===== src/rtl/vga_frame_sync_ctrl.sv =====
// Shadow/active sprite register bank with vblank-synchronised commit, frame counter and animation phase.
// Optional vblank interrupt enabled by defining VGA_FRAME_SYNC_IRQ_EN.
module vga_frame_sync_ctrl #(
   parameter int NREGS       = 16,
   parameter int VACTIVE     = 480,
   parameter int ANIM_FRAMES = 6,
   parameter int ANIM_PHASES = 3
) (
   input  logic                  clk,
   input  logic                  reset,
   input  logic                  chipselect,
   input  logic                  write,
   input  logic                  read,
   input  logic [8:0]            address,
   input  logic [31:0]           writedata,
   output logic [31:0]           readdata,
   input  logic [10:0]           hcount,
   input  logic [9:0]            vcount,
   output logic [NREGS*16-1:0]   active_regs,
   output logic [1:0]            anim_phase,
   output logic [15:0]           frame_count,
   output logic                  commit_pulse,
   output logic                  irq
);

   localparam int         AW          = (NREGS > 1) ? $clog2(NREGS) : 1;
   localparam logic [8:0] ADDR_COMMIT = 9'h100;
   localparam logic [8:0] ADDR_STATUS = 9'h101;
   localparam logic [15:0] DIV_LAST   = 16'(ANIM_FRAMES - 1);
   localparam logic [1:0]  PHASE_LAST = 2'(ANIM_PHASES - 1);

   logic [15:0]   shadow [NREGS];
   logic [15:0]   active [NREGS];
   logic          pending;
   logic          vb_cond;
   logic          vb_cond_q;
   logic          vblank_start;
   logic [15:0]   anim_div;
   logic          wr_en;
   logic          rd_en;
   logic          reg_hit;
   logic [AW-1:0] reg_idx;
   logic [31:0]   rd_value;
   logic          unused_wdata;

   assign wr_en        = chipselect && write;
   assign rd_en        = chipselect && read;
   assign reg_hit      = ({1'b0, address} < 10'(NREGS));
   assign reg_idx      = address[AW-1:0];
   assign unused_wdata = &{1'b0, writedata[31:16]};

   // hcount may sit at 0 for several cycles; only the first cycle of the condition counts
   assign vb_cond      = (vcount == 10'(VACTIVE)) && (hcount == 11'd0);
   assign vblank_start = vb_cond && !vb_cond_q;

   always_ff @(posedge clk or posedge reset) begin
      if (reset) vb_cond_q <= 1'b0;
      else       vb_cond_q <= vb_cond;
   end

   always_ff @(posedge clk or posedge reset) begin
      if (reset) begin
         for (int i = 0; i < NREGS; i++) shadow[i] <= '0;
      end else if (wr_en && reg_hit) begin
         shadow[reg_idx] <= writedata[15:0];
      end
   end

   // The copy samples shadow before any same-cycle CPU write lands
   always_ff @(posedge clk or posedge reset) begin
      if (reset) begin
         for (int i = 0; i < NREGS; i++) active[i] <= '0;
         commit_pulse <= 1'b0;
      end else begin
         commit_pulse <= vblank_start && pending;
         if (vblank_start && pending) begin
            for (int i = 0; i < NREGS; i++) active[i] <= shadow[i];
         end
      end
   end

   // A COMMIT arriving on the vblank cycle survives to the next frame
   always_ff @(posedge clk or posedge reset) begin
      if (reset)                                    pending <= 1'b0;
      else if (wr_en && (address == ADDR_COMMIT))   pending <= 1'b1;
      else if (vblank_start)                        pending <= 1'b0;
   end

   always_ff @(posedge clk or posedge reset) begin
      if (reset) begin
         frame_count <= '0;
         anim_div    <= '0;
         anim_phase  <= '0;
      end else if (vblank_start) begin
         frame_count <= frame_count + 16'd1;
         if (anim_div == DIV_LAST) begin
            anim_div   <= '0;
            anim_phase <= (anim_phase == PHASE_LAST) ? 2'd0 : anim_phase + 2'd1;
         end else begin
            anim_div <= anim_div + 16'd1;
         end
      end
   end

`ifdef VGA_FRAME_SYNC_IRQ_EN
   localparam logic [8:0] ADDR_IRQ_ACK = 9'h102;
   logic ack_en;
   assign ack_en = wr_en && (address == ADDR_IRQ_ACK);

   always_ff @(posedge clk or posedge reset) begin
      if (reset)             irq <= 1'b0;
      else if (vblank_start) irq <= 1'b1;
      else if (ack_en)       irq <= 1'b0;
   end
`else
   assign irq = 1'b0;
`endif

   always_comb begin
      rd_value = '0;
      if (reg_hit)                         rd_value = {16'h0, shadow[reg_idx]};
      else if (address == ADDR_STATUS)     rd_value = {14'h0, irq, pending, frame_count};
   end

   always_ff @(posedge clk or posedge reset) begin
      if (reset)      readdata <= '0;
      else if (rd_en) readdata <= rd_value;
   end

   for (genvar g = 0; g < NREGS; g++) begin : g_active
      assign active_regs[16*g +: 16] = active[g];
   end

endmodule

===== config.mk =====
export PLATFORM = sky130hd
export DESIGN_NAME = vga_frame_sync_ctrl
export DESIGN_NICKNAME = d
export VERILOG_FILES = /design/src/rtl/vga_frame_sync_ctrl.sv
export SDC_FILE = /design/constraint.sdc
export NUM_CORES = 1
export LEC_CHECK = 0
export ABC_AREA = 1
export CAP_MARGIN = 20
export CORE_MARGIN = 5
export CORE_UTILIZATION = 55
export CTS_CLUSTER_DIAMETER = 150
export CTS_CLUSTER_SIZE = 8
export DETAILED_ROUTE_END_ITERATION = 10
export PLACE_DENSITY = 0.81
export REMOVE_ABC_BUFFERS = 1
export SLEW_MARGIN = 10
export SYNTH_ARGS = -nofsm -noshare
export SYNTH_HDL_FRONTEND = slang
export SYNTH_SLANG_ARGS = --single-unit

===== constraint.sdc =====
create_clock -name clk -period 26.6 [get_ports clk]
set_input_delay 3.99 -clock clk [delete_from_list [all_inputs] [get_ports clk]]
set_output_delay 3.99 -clock clk [all_outputs]
set_load 0.01 [all_outputs]

==> run_results.csv <==
group,metric,value,unit
detailed_routing,viasPerCell,5.49,
critical_path,reg2regPathDepth,6,
cts,numCtsBuffers,80,
floorplan,die_y,223,µm
critical_path,critPathCaptureType,"flip-flop",
timing,finalSetupViolCount,0,
critical_path,path_cells,"clkdlybuf4s50_1 > nor2_1 > nand2_1 > nor2_1 > nand3_1 > nor3_4 > nand2_8 > buf_4 > buf_16 > nand2_1 > nand2_1",
cells_and_area,drive_gt1_share,5.50,%
grt,grt_pass1_vias,21500,
timing,finalCritPeriodShare,26.0,%
detailed_routing,drt_iter0_markers,2145,
pwr,p_leak,15.8,nW
synthesis,synth-seq-area-share,56.6,%
synthesis,synth_area,25000,µm²
detailed_routing,antenna_left,0,
cells_and_area,fill_cells,3528,
timing,slew_violations,0,
synthesis,synthCells,3082,
critical_path,slowest_delay,710,ps
critical_path,worstSetupPathType,"in2reg",
min_path,holdPathEnd,"active_regs[122]$_DFFE_PP0P_",
critical_path,r2r_end,"active_regs[151]$_DFFE_PP0P_",
cells_and_area,stdcell_count,3963,
run_status,status,"finished, final reports clean",
critical_path,cp.arrival,7400,ps
timing,fin_setup_tns,0,ps
grt,antenna_found_initial,0,
critical_path,reg2reg_setup_slack,23580,ps
cts,cts_root_buffer,"clkbuf_16",
place,port_buffers,342,
critical_path,r2r_start,"vb_cond_q$_DFF_PP0_",
grt,grt_max_degree,186,
cts,clk-insertion-delay-late,600,ps
timing,skew,16.4,ps
pwr,powerDensity,60.8,nW/µm²
grt,grt-ovfl-total,0,
pwr,irDropWorstVdd,41.4,µV
cts,path_clk_slew,50,ps
place,dp_cells,3872,
synthesis,ys_warn_count,0,
cts,cts_tree,"built",
cells_and_area,area_delta_synth_final,22.1,%
synthesis,ys_types,36,
cts,post_cts_buffers,0,
detailed_routing,dr.pass1.iters,6,
detailed_routing,via_count,21800,
critical_path,path_max_fanout,147,
cells_and_area,multi_input_area,9510,µm²
grt,grt_pass1_wl,117000,µm
critical_path,cp_common_cell,"nand2_1",
cts,ctsLongestPathBuffers,3,
floorplan,rows,78,
place,hpwl,46900,µm
critical_path,worstPathBufferInverterCount,3,
detailed_routing,routedWlPerCell,18.8,µm
run,maxCapViolations,0,
timing,max_freq,144,MHz
cells_and_area,regArea,14200,µm²
critical_path,critPathSlowestCell,"nor3_4",
floorplan,io_pins,375,
detailed_routing,finalWirelength,74500,µm
timing,hold_violations,0,
timing,min_period,6930,ps
critical_path,path_delay_family,"simple AND/OR/NAND/NOR gates",
floorplan,die-width,223,µm
cells_and_area,num_antenna_cells,0,
synthesis,syn-mean-instance-area,8.12,µm²
cts,cts_hold_buf,0,
floorplan,start_util,55.4,%
timing,rsz0062_at_grt,"no",
min_path,hp-class,"reg2reg",
critical_path,required,27070,ps
cts,htree_levels,3,
cells_and_area,final_nets,3428,
floorplan,fp.coreArea,45200,µm²
detailed_routing,drc,0,
min_path,hold_depth,2,
synthesis,synth_seq_cells,566,
cts,cts_resized,0,
place,place.gp.congestion,0.859,
cts,cts_sinks,566,
critical_path,cp-start-kind,"input port",
min_path,min_from,"active_regs[122]$_DFFE_PP0P_",
timing,worst_slew_pin_slew,1090,ps
floorplan,dieArea,49800,µm²
grt,grt_usage,29.4,%
timing,slew-limit-headroom,27.6,%
-- routing by layer --
| layer | vias to the layer above | wire length [µm] | share of wire, % | track usage (%) |
|---|---|---|---|---|
| li1 | 10000 | - | - | - |
| met1 | 10500 | 29600 | 40 | 38.5 |
| met2 | 1068 | 35400 | 47 | 47.2 |
| met3 | 190 | 6050 | 8.1 | 5.67 |
| met4 | 0 | 3510 | 4.7 | 14.4 |
| met5 | - | 0 | 0 | 0 |
-- Yosys cell counts, drive strengths merged --
cell type,number,area share (%)
a21oi,32,0.64
a31oi,1,0.025
and2,1,0.025
buf,109,3.5
clkbuf,85,1.4
clkinv,1,0.015
conb,1,0.015
dfrtp,566,57
ha,3,0.15
inv,51,0.77
nand2,1796,27
nand3,20,0.40
nand3b,1,0.030
nand4,9,0.23
nor2,72,1.2
nor3,15,0.46
o21a,1,0.030
o21ai,292,6.4
o22ai,1,0.025
or2,2,0.050
xnor2,8,0.28
xor2,15,0.53
-- how the worst max path moves through the flow --
stage	from	endpoint	cells after the start
5_1_grt	hcount[7]	active_regs[87]$_DFFE_PP0P_	11
3_3_place_gp	address[0]	shadow[178]$_DFFE_PP0P_	7
6_report	hcount[7]	active_regs[151]$_DFFE_PP0P_	11
4_1_cts	hcount[7]	active_regs[151]$_DFFE_PP0P_	10
3_5_place_dp	hcount[7]	active_regs[151]$_DFFE_PP0P_	10
2_1_floorplan	reset	active_regs[0]$_DFFE_PP0P_	1
-- registers in the layout, indices dropped and copies added, names as in the netlist --
register	cells
active_regs	256
anim_div	16
anim_phase	2
commit_pulse	1
frame_count	16
pending	1
readdata	17
shadow	256
vb_cond_q	1
-- metrics by stage --
stage / utilization (%) / hold WS [ps] / setup slack (ps) / power [mW] / area [µm²]
6_report: 67.6 / 465 / 19670 / 1.86 / 30500
5_1_grt: 67.6 / 484 / 19450 / 1.92 / 30500
4_1_cts: 67.3 / 469 / 19630 / 1.87 / 30400
3_5_place_dp: 62.6 / 458 / 19010 / 0.968 / 28300
3_3_place_gp: 62.5 / 455 / 19050 / 0.966 / 28200
2_1_floorplan: - / 453 / 6780 / 0.928 / 23800
-- power breakdown --
part           total, mW  switching (mW)  leakage [nW]  internal (mW)
combinational     0.0784          0.0575          6.90         0.0210
sequential         0.878         0.00650          7.82          0.872
clock              0.900           0.348          1.05          0.552
total               1.86           0.412          15.8           1.45
-- cells by family (layout without fill, tap and decap cells) --
family | count (synthesis) | count (layout) | synth area share, %
buffers and inverters | 246 | 512 | 5.68
AO/OA/AOI/OAI | 327 | 327 | 7.15
other | 1 | 16 | 0.0150
flip-flops | 566 | 566 | 56.6
AND/OR/NAND/NOR | 1916 | 1916 | 29.6
adder cells (fa/ha/maj) | 3 | 3 | 0.150
XOR/XNOR | 23 | 23 | 0.805
-- placed cells by master (no fill, tap or decap), types with 2 or more instances in the layout --
master,Yosys,layout
nor2_1,66,63
o21ai_1,51,51
ha_1,3,3
nor3_1,11,11
xnor2_1,8,8
nor2_2,3,5
buf_8,0,2
conb_1,1,16
nor2_4,2,3
nand4_1,9,9
nand2_4,6,6
xor2_1,15,15
or2_2,2,2
nand2_1,1788,1788
o21ai_2,39,39
nand3_1,20,20
buf_16,0,4
dfrtp_1,566,566
a21oi_1,32,32
nor3_4,3,3
o21ai_0,202,202
clkdlybuf4s50_1,0,340
buf_4,43,26
inv_1,50,48
clkbuf_16,0,84
-- worst min-delay path: cells and delay by family (launching register included) --
family           cells  cell delay, ps
and+or+nand+nor      2             100
DFF                  1             340
-- final cells by class --
class | count | area share, %
clock inverter | 2 | 0.0820
inverter | 52 | 0.676
multi-input combinational | 2285 | 31.2
clock buffer | 85 | 6.93
tap | 600 | 2.46
sequential | 566 | 46.4
timing repair buffer | 373 | 12.3
No activity file was read; power rests on OpenSTA's default activity.
